===== config.mk =====
export PLATFORM = sky130hd
export DESIGN_NAME = rapcore_spi_host
export DESIGN_NICKNAME = d
export VERILOG_FILES = /design/src/rtl/rapcore_pkg.sv /design/src/rtl/spi_shift_engine.sv /design/src/rtl/rapcore_spi_host.sv
export SDC_FILE = /design/constraint.sdc
export NUM_CORES = 1
export LEC_CHECK = 0
export BUFFER_PORTS_ARGS = -buffer_cell sky130_fd_sc_hd__buf_4
export CORE_MARGIN = 2
export CORE_UTILIZATION = 50
export DETAILED_ROUTE_END_ITERATION = 12
export GPL_TIMING_DRIVEN = 1
export PLACE_DENSITY = 0.7
export SYNTH_ARGS = -nofsm -noshare
export SYNTH_HDL_FRONTEND = slang
export SYNTH_HIERARCHICAL = 1
export SYNTH_SLANG_ARGS = --single-unit

===== constraint.sdc =====
create_clock -name wb_clk_i -period 2.5 [get_ports wb_clk_i]
set_clock_uncertainty 0.05 [all_clocks]
set_input_delay 0.25 -clock wb_clk_i [delete_from_list [all_inputs] [get_ports wb_clk_i]]
set_output_delay 0.25 -clock wb_clk_i [all_outputs]
set_load 0.02 [all_outputs]

===== src/rtl/rapcore_pkg.sv =====
// rapcore_pkg: register map, CTRL/STATUS bit positions and SPI FSM encoding.
package rapcore_pkg;
  localparam logic [2:0] OFF_TX_LO = 3'd0;
  localparam logic [2:0] OFF_TX_HI = 3'd1;
  localparam logic [2:0] OFF_RX_LO = 3'd2;
  localparam logic [2:0] OFF_RX_HI = 3'd3;
  localparam logic [2:0] OFF_CTRL  = 3'd4;
  localparam int CTRL_START    = 0;
  localparam int CTRL_HOLD_CS  = 1;
  localparam int CTRL_DONE_CLR = 2;
  localparam int ST_BUSY    = 0;
  localparam int ST_DONE    = 1;
  localparam int ST_HOLD_CS = 2;
  typedef enum logic [1:0] {IDLE = 2'd0, SETUP = 2'd1, SHIFT = 2'd2, HOLD = 2'd3} spi_state_t;
  function automatic logic [31:0] apply_sel(input logic [31:0] old, input logic [31:0] data,
                                            input logic [3:0] sel);
    logic [31:0] r;
    r = old;
    for (int i = 0; i < 4; i++) if (sel[i]) r[8*i +: 8] = data[8*i +: 8];
    return r;
  endfunction
endpackage


===== src/rtl/spi_shift_engine.sv =====
// spi_shift_engine: mode-0 SPI shifter with SCK divider, bit counter and chip-select control.
module spi_shift_engine
  import rapcore_pkg::*;
#(
  parameter int CLK_DIV   = 4,
  parameter int WORD_BITS = 64
) (
  input  logic                 clk,
  input  logic                 rst,
  input  logic                 start,
  input  logic                 hold_cs,
  input  logic                 cipo,
  input  logic [WORD_BITS-1:0] tx,
  output logic [WORD_BITS-1:0] rx,
  output logic                 sck,
  output logic                 cs,
  output logic                 copi,
  output logic                 busy,
  output logic                 done
);
  localparam int CW = $clog2(WORD_BITS);
  localparam logic [8:0] HALF = 9'(CLK_DIV);
  localparam logic [8:0] LAST = 9'(2 * CLK_DIV - 1);
  localparam logic [CW-1:0] LAST_BIT = CW'(WORD_BITS - 1);
  spi_state_t state, state_n;
  logic [8:0] div;
  logic [CW-1:0] cnt;
  logic [WORD_BITS-1:0] sr;
  logic rx_bit, cs_q, setup_end, rise, fall, hold_end;
  always_comb begin
    setup_end = state == SETUP && div == HALF - 9'd1;
    rise      = state == SHIFT && div == HALF - 9'd1;
    fall      = state == SHIFT && div == LAST;
    hold_end  = state == HOLD && div == HALF - 9'd1;
  end
  always_ff @(posedge clk) state <= rst ? IDLE : state_n;
  always_comb begin
    state_n = (state == IDLE && start) ? SETUP :
              setup_end ? SHIFT :
              (fall && cnt == LAST_BIT) ? HOLD :
              hold_end ? IDLE : state;
  end
  // The received bit sampled on the rising edge enters the shifter on the following falling edge.
  always_ff @(posedge clk) begin
    if (rst) begin
      div    <= '0;
      cnt    <= '0;
      sr     <= '0;
      rx_bit <= 1'b0;
      cs_q   <= 1'b1;
    end else begin
      div    <= (state_n != state || fall || state == IDLE) ? 9'd0 : div + 9'd1;
      cnt    <= (state == IDLE) ? '0 : (fall && cnt != LAST_BIT) ? cnt + CW'(1) : cnt;
      if (state == IDLE && start) sr <= tx;
      else if (fall) sr <= {sr[WORD_BITS-2:0], rx_bit};
      if (rise) rx_bit <= cipo;
      cs_q   <= (state == IDLE) ? (start ? 1'b0 : (cs_q | ~hold_cs)) : hold_end ? ~hold_cs : cs_q;
    end
  end
  always_comb begin
    busy = state != IDLE;
    sck  = state == SHIFT && div >= HALF;
    copi = busy & sr[WORD_BITS-1];
    cs   = cs_q;
    done = hold_end;
    rx   = sr;
  end
endmodule


===== src/rtl/rapcore_spi_host.sv =====
// rapcore_spi_host: Wishbone-controlled SPI host for the rapcore 64-bit command interface.
module rapcore_spi_host
  import rapcore_pkg::*;
#(
  parameter int CLK_DIV   = 4,
  parameter int WORD_BITS = 64
) (
  input  logic        wb_clk_i,
  input  logic        wb_rst_i,
  input  logic        wbs_stb_i,
  input  logic        wbs_cyc_i,
  input  logic        wbs_we_i,
  input  logic [3:0]  wbs_sel_i,
  input  logic [31:0] wbs_dat_i,
  input  logic [31:0] wbs_adr_i,
  output logic        wbs_ack_o,
  output logic [31:0] wbs_dat_o,
  output logic        sck_o,
  output logic        cs_o,
  output logic        copi_o,
  input  logic        cipo_i,
  output logic        busy_o
);
  logic [31:0] tx_lo, tx_hi, rx_lo, rx_hi, status, rd;
  logic [63:0] tx_word;
  logic [WORD_BITS-1:0] rx_word;
  logic [2:0] off;
  logic hold_cs, done, done_p, acc, wr, ctrl_wr, start, done_clr, unused_adr;
  // A request is taken only when no ack is outstanding, so a held strobe never double-acks.
  always_comb begin
    off        = wbs_adr_i[4:2];
    unused_adr = ^{wbs_adr_i[31:5], wbs_adr_i[1:0]};
    acc        = wbs_cyc_i && wbs_stb_i && !wbs_ack_o;
    wr         = acc && wbs_we_i;
    ctrl_wr    = wr && off == OFF_CTRL && wbs_sel_i[0];
    start      = ctrl_wr && wbs_dat_i[CTRL_START];
    done_clr   = ctrl_wr && wbs_dat_i[CTRL_DONE_CLR];
    tx_word    = {tx_hi, tx_lo};
    status               = '0;
    status[ST_BUSY]      = busy_o;
    status[ST_DONE]      = done;
    status[ST_HOLD_CS]   = hold_cs;
    rd = off == OFF_TX_LO ? tx_lo : off == OFF_TX_HI ? tx_hi : off == OFF_RX_LO ? rx_lo :
         off == OFF_RX_HI ? rx_hi : off == OFF_CTRL ? status : 32'd0;
  end
  always_ff @(posedge wb_clk_i) begin
    if (wb_rst_i) begin
      wbs_ack_o <= 1'b0;
      wbs_dat_o <= '0;
      tx_lo     <= '0;
      tx_hi     <= '0;
      rx_lo     <= '0;
      rx_hi     <= '0;
      hold_cs   <= 1'b0;
      done      <= 1'b0;
    end else begin
      wbs_ack_o <= acc;
      if (acc) wbs_dat_o <= rd;
      if (wr && off == OFF_TX_LO && !busy_o) tx_lo <= apply_sel(tx_lo, wbs_dat_i, wbs_sel_i);
      if (wr && off == OFF_TX_HI && !busy_o) tx_hi <= apply_sel(tx_hi, wbs_dat_i, wbs_sel_i);
      if (ctrl_wr) hold_cs <= wbs_dat_i[CTRL_HOLD_CS];
      done <= done_p | (done & ~done_clr);
      if (done_p) {rx_hi, rx_lo} <= 64'(rx_word);
    end
  end
  spi_shift_engine #(.CLK_DIV(CLK_DIV), .WORD_BITS(WORD_BITS)) u_engine (
    .clk(wb_clk_i), .rst(wb_rst_i), .start(start), .hold_cs(hold_cs), .cipo(cipo_i),
    .tx(tx_word[WORD_BITS-1:0]), .rx(rx_word), .sck(sck_o), .cs(cs_o), .copi(copi_o),
    .busy(busy_o), .done(done_p)
  );
endmodule


* Word level (Yosys, flattened, before mapping)
Cells that the tools add are included.
** Word-level totals
- Logic and storage cells :: 93
- Memories :: 0
- Output and inout port bits :: 37
- Bits of input ports :: 74
- Bits in read-only memories :: 0
- Latch bits :: 0
- Bits in registers :: 246
- Memory bits (writable) :: 0
** Cells by class
- Shift-type cells :: 0
- Multiplexer cells :: 14
- Bitwise gates (word level) :: 6
- $add $sub $neg :: 2
- Reductions and logical operators :: 38
- Multiply operators :: 0
- Divide/modulo/power cells :: 0
- Eq/ne operators :: 12
- Order comparisons :: 1
** Operators by type and width (count)
- $mux 32 :: 4
- $mux 64 :: 2
- $logic_and 1x1->1 :: 19
- $reduce_and 2->1 :: 8
- $add 9x1->9 const B :: 1
- $eq 9x2->1 const B :: 1
- $eq 9x3->1 const B :: 1
- $ge 9x3->1 const B :: 1
- $mux 2 :: 4
- $add 6x1->6 const B :: 1
- $eq 3x2->1 const B :: 2
- $eq 6x6->1 const B :: 1
- $ne 6x6->1 const B :: 1
- $reduce_bool 2->1 :: 3
- $eq 2x2->1 const B :: 2
- $reduce_or 2->1 :: 2
- $eq 3x1->1 const B :: 1
- $eq 3x3->1 const B :: 1
- $logic_not 3->1 :: 1
- $mux 1 :: 3
- $mux 3 :: 1
- $and 1x1->1 :: 2
- $eq 2x1->1 const B :: 1
- $logic_not 1->1 :: 2
- other kinds (5) :: 8

* Longest topological paths before layout
- Depth after elaboration :: 12
- Depth in mapped cells :: 9
- Mapped depth without buffers :: 6

* Modules after synthesis
The synthesis kept the hierarchy.
** By module, submodules not included
- rapcore_spi_host :: sequential area each 3263.1 um^2, area an instance 7574.8 um^2, cells an instance 745, times used 1
- spi_shift_engine :: sequential area each 1661.6 um^2, area an instance 3415.8 um^2, cells an instance 400, times used 1

* Worst setup path after synthesis
Ideal clock, no wire load.
- Kind :: reg-to-reg
- Start point :: reg wbs_ack_o
- End point :: reg u_engine.cs_q, in the netlist u_engine/cs
- Buffers on the path :: 3
- Arrival time :: 2.282 ns
- Slack :: 0.043 ns
- Cell stages (with the launch flop) :: 10
- Setup time :: 0.124 ns
- Data required time :: 2.326 ns
- Clock period less this slack :: 2.457 ns
- Cells stage by stage :: dfxtp_1 > and3b_1 > buf_2 > clkbuf_1 > and4_1 > or3b_2 > clkbuf_1 > nand2_1 > nor2_1 > a2111o_1
** On the way
- Cells in the longest elaborated chain, start to end :: 8
** RTL lines
- start: declaration :: RTL line rapcore_spi_host.sv:16 : output logic wbs_ack_o,
- start signal: assignment :: RTL line rapcore_spi_host.sv:48 : wbs_ack_o <= 1'b0;
- start signal: assignment :: RTL line rapcore_spi_host.sv:57 : wbs_ack_o <= acc;
- $logic_not 1->1 :: RTL line rapcore_spi_host.sv:33 : acc = wbs_cyc_i && wbs_stb_i && !wbs_ack_o;
- $logic_and 1x1->1 :: RTL line rapcore_spi_host.sv:33
- $logic_and 1x1->1 :: RTL line rapcore_spi_host.sv:34 : wr = acc && wbs_we_i;
- $logic_and 1x1->1 (2 in a row) :: RTL line rapcore_spi_host.sv:35 : ctrl_wr = wr && off == OFF_CTRL && wbs_sel_i[0];
- $logic_and 1x1->1 :: RTL line rapcore_spi_host.sv:36 : start = ctrl_wr && wbs_dat_i[CTRL_START];
- net start :: RTL line rapcore_spi_host.sv:28 : logic hold_cs, done, done_p, acc, wr, ctrl_wr, start, done_clr, unused_adr;
- $mux 1 (2 in a row) :: RTL line spi_shift_engine.sv:57 : cs_q <= (state == IDLE) ? (start ? 1'b0 : (cs_q | ~hold_cs)) : hold_end ? ~hold_cs : cs_q;
- end signal: assignment :: RTL line spi_shift_engine.sv:57
- end: declaration :: RTL line spi_shift_engine.sv:29 : logic rx_bit, cs_q, setup_end, rise, fall, hold_end;
The timed path passes the listed nets, and every way through them passes these cells.
A chain may end at the register's enable or synchronous reset.

* Worst setup path after layout
- Start point :: reg u_engine.div[4]
- End point :: out sck_o
** On the way
- Cells in the longest elaborated chain, start to end :: 2
** RTL lines
- start: declaration :: RTL line spi_shift_engine.sv:26 : logic [8:0] div;
- start signal: assignment :: RTL line spi_shift_engine.sv:52 : div <= (state_n != state || fall || state == IDLE) ? 9'd0 : div + 9'd1;
- $ge 9x3->1 :: RTL line spi_shift_engine.sv:62 : sck = state == SHIFT && div >= HALF;
- $logic_and 1x1->1 :: RTL line spi_shift_engine.sv:62
- end: declaration :: RTL line rapcore_spi_host.sv:18 : output logic sck_o,
No other way between the ends.

==> qor.csv <==
metric;value;unit
status;finished clean;
cts_max_level;1;
fill_cells;1884;
grt_usage;22.4;%
async_flop_share;0;%
routed_wl;26900;um
grt_pass1_wl;43600;um
io_buffers;81;
syn2layout_area_growth;19.1;%
syn_inst;1145;
vias;8748;
hold_viol_final;0;
rrSetupSlack;260;ps
rsz0062_at_grt;no;
relSlewSlack;51.6;%
critPathTopFamily;simple AND/OR/NAND/NOR gates;
avgSynthCellArea;9.60;um^2
cp_num_cells;5;
drt_drc_violations_left;0;
detailedRoute.firstIterationViolations;546;
endpoint_kind;output pin;
period_needed;2340;ps
grt_overflow;0;
p_per_area;651;nW/um^2
dp_hpwl;16300;um
final-setup-viol-count;0;
critPathRequiredTime;2200;ps
post-cts-setup-buffer-count;0;
timing.rr.end;rx_hi[19];
fmax;427;MHz
ios;111;
dp.cells;1435;
fin_nets;1293;
start_util;50.7;%
cp_max_fo;6;
cts_tree;done;
report.final.slew_viol_count;0;
grt_max_degree;97;
reg2reg_depth;6;
ir_drop;471;uV
synth-compound-area-share;13.0;%
die_h;152;um
synth_top_area_share;44.8;%
clkTransAtPathRegs;60;ps
muxShareOfSynthArea;15.1;%
crit_path_top_delay_cell;nor4_4;
synthTopCellsByArea;dfxtp_1 45%, mux2i_1 12%, nand2b_1 5.8%;
gp_congestion;0.778;
fin_tns_setup;0;ps
synth_edf_count;0;
ant_nets;0;
yosysWarnings;6;
antenna_found_initial;0;
routed_via_density;5.78;
clk-insertion-delay-late;530;ps
worst_hold_slack;47.6;ps
core-area;21700;um^2
fin_crit_sh;93.7;%
reg2reg_from;u_engine/div[0];
critPathMaxStageDelay;510;ps
cap_violations;0;
synth_xor_area_share;0.717;%
ys_types;55;
fin_cells;1514;
worstMarginPinSlew;726;ps
drtPass1Iterations;5;
synth_top_cell_by_area;dfxtp_1;
diodes;0;
drive_gt1_share;17.6;%
synthAdderAreaFrac;0.342;%
grt_pass1_vias;8252;
cts_root_buf;clkbuf_16;
dieArea;23200;um^2
cp_num_buf_inv;2;
cts_resized;0;
cts_sinks;246;
min_path_type;primary input to flip-flop;
rows;54;
cts_inserted_buffers;27;
synth_fp_nets;1222;
wire_per_inst;17.7;um
synth-simple-area-share;21.4;%
arrival;2040;ps
synth-seq-cells;246;
ys.flop_type;dfxtp_1;
path_class;flip-flop to output pin;
yosysSeqAreaShare;44.8;%
path_common_cell;buf_4;
fp.dieW;152;um
p_leak;4.74;nW
endpoint;sck_o;
cts_buffer_depth;3;
synth_top_family_by_area;simple AND/OR/NAND/NOR gates;
netlist_area;11000;um^2
crit_chain;nor4_4, buf_4, nand2_1, o21a_1, buf_4;
setup.worst_path.start_class;flip-flop;
cp-startpoint;u_engine/div[4];
postCtsHoldBufs;32;
## worst min path at each step
stage | depth (start not counted) | start | to
2_1_floorplan | 2 | cipo_i | u_engine/rx_bit
3_3_place_gp | 1 | u_engine/div[0] | u_engine/div[0]
3_5_place_dp | 1 | u_engine/div[0] | u_engine/div[0]
4_1_cts | 3 | wbs_dat_i[11] | tx_hi[11]
5_1_grt | 3 | wbs_dat_i[11] | tx_lo[11]
6_report | 3 | wbs_dat_i[11] | tx_lo[11]
## state kept, by name, summed over array words and instances, names as in the netlist
signal / cells
rx_lo: 32
u_engine/rx: 64
u_engine/state: 2
tx_lo: 32
wbs_ack_o: 1
rx_hi: 32
hold_cs: 1
wbs_dat_o: 32
u_engine/rx_bit: 1
u_engine/cs: 1
u_engine/div: 9
tx_hi: 32
done: 1
u_engine/cnt: 6
## power by group
group / switching (mW) / internal [mW]
clock: 1.60 / 2.44
sequential: 0.0201 / 3.95
combinational: 0.287 / 0.218
total: 1.91 / 6.61
## per-stage QoR
step                cell area, um^2  total power [mW]  utilization (%)  setup slack [ps]
floorplan                     11000              4.34                -              43.3
finish                        13100              8.52             60.4               156
global placement              11900              4.52             54.7               322
detailed placement            11900              4.52             54.7               270
global route                  13100              8.79             60.4              9.96
CTS                           13100              8.59             60.4               124
## tightest hold or removal path: cells and delay by family
kind                   cells  cell delay [ps]
buffers and inverters      1               80
and+or+nand+nor            1              110
muxes                      1              150
## cells by family (layout without fill, tap and decap cells)
| group | Yosys count | count (layout) |
|---|---|---|
| buf+inv | 115 | 204 |
| mux | 162 | 162 |
| xor+xnor | 9 | 9 |
| simple gates | 401 | 401 |
| compound gates | 209 | 209 |
| fa+ha+maj | 3 | 3 |
| flops | 246 | 246 |
## cells in the mapped netlist (8+ instances only)
cell type    n
nor4b_1     30
dfxtp_1    246
nand2_1     71
nand3_1      8
and4bb_2    10
clkbuf_1    61
nand2b_1   102
mux2i_1    130
nor4bb_1     9
mux2_2      32
inv_1       10
nor2_1     117
a21oi_1     65
a22oi_1     59
buf_2       37
and4bb_1    11
a211oi_1    59
## routing by layer
metal / GRT usage, % / up-vias / part of all wire, %
li1: - / 4237 / -
met4: 4.98 / 0 / 1.5
met3: 3.13 / 38 / 5.3
met1: 32.5 / 4247 / 48
met2: 35.5 / 226 / 45
met5: 0 / - / 0
## layout by cell type (no fill, tap or decap), drive strengths merged, types with 3 or more instances in the layout
| master | Yosys | routed |
|---|---|---|
| mux2i | 130 | 130 |
| o32ai | 3 | 3 |
| o31ai | 3 | 3 |
| nor3b | 4 | 4 |
| or4 | 3 | 3 |
| clkinv | 0 | 3 |
| nor2b | 4 | 4 |
| a22oi | 59 | 59 |
| inv | 10 | 12 |
| xor2 | 5 | 5 |
| a211oi | 59 | 59 |
| o221ai | 3 | 3 |
| dfxtp | 246 | 246 |
| buf | 44 | 115 |
| and3 | 6 | 6 |
| nor4bb | 9 | 9 |
| xnor2 | 4 | 4 |
| nand4 | 5 | 5 |
| ha | 3 | 3 |
| nor2 | 117 | 117 |
| a221oi | 3 | 3 |
| nor4b | 31 | 31 |
| bufinv | 0 | 3 |
| clkbuf | 61 | 37 |
| and4bb | 21 | 21 |
| nor4 | 3 | 3 |
| mux2 | 32 | 32 |
| o21ai | 3 | 3 |
| nand2b | 102 | 102 |
| dlygate4sd3 | 0 | 32 |
| a21oi | 65 | 65 |
| nand3 | 13 | 13 |
| nand2 | 71 | 71 |
## final cells by class
| class | instances | area [um^2] | share of cell area, % |
|---|---|---|---|
| clock buffers | 37 | 763 | 5.83 |
| multi-input cells | 784 | 5580 | 42.6 |
| repair buffers | 147 | 1300 | 9.93 |
| flip-flops and latches | 246 | 4920 | 37.6 |
| clock inverters | 10 | 138 | 1.05 |
| well taps | 280 | 350 | 2.68 |
| inverters | 10 | 37.5 | 0.287 |
Power figures use the tool's default switching activity.
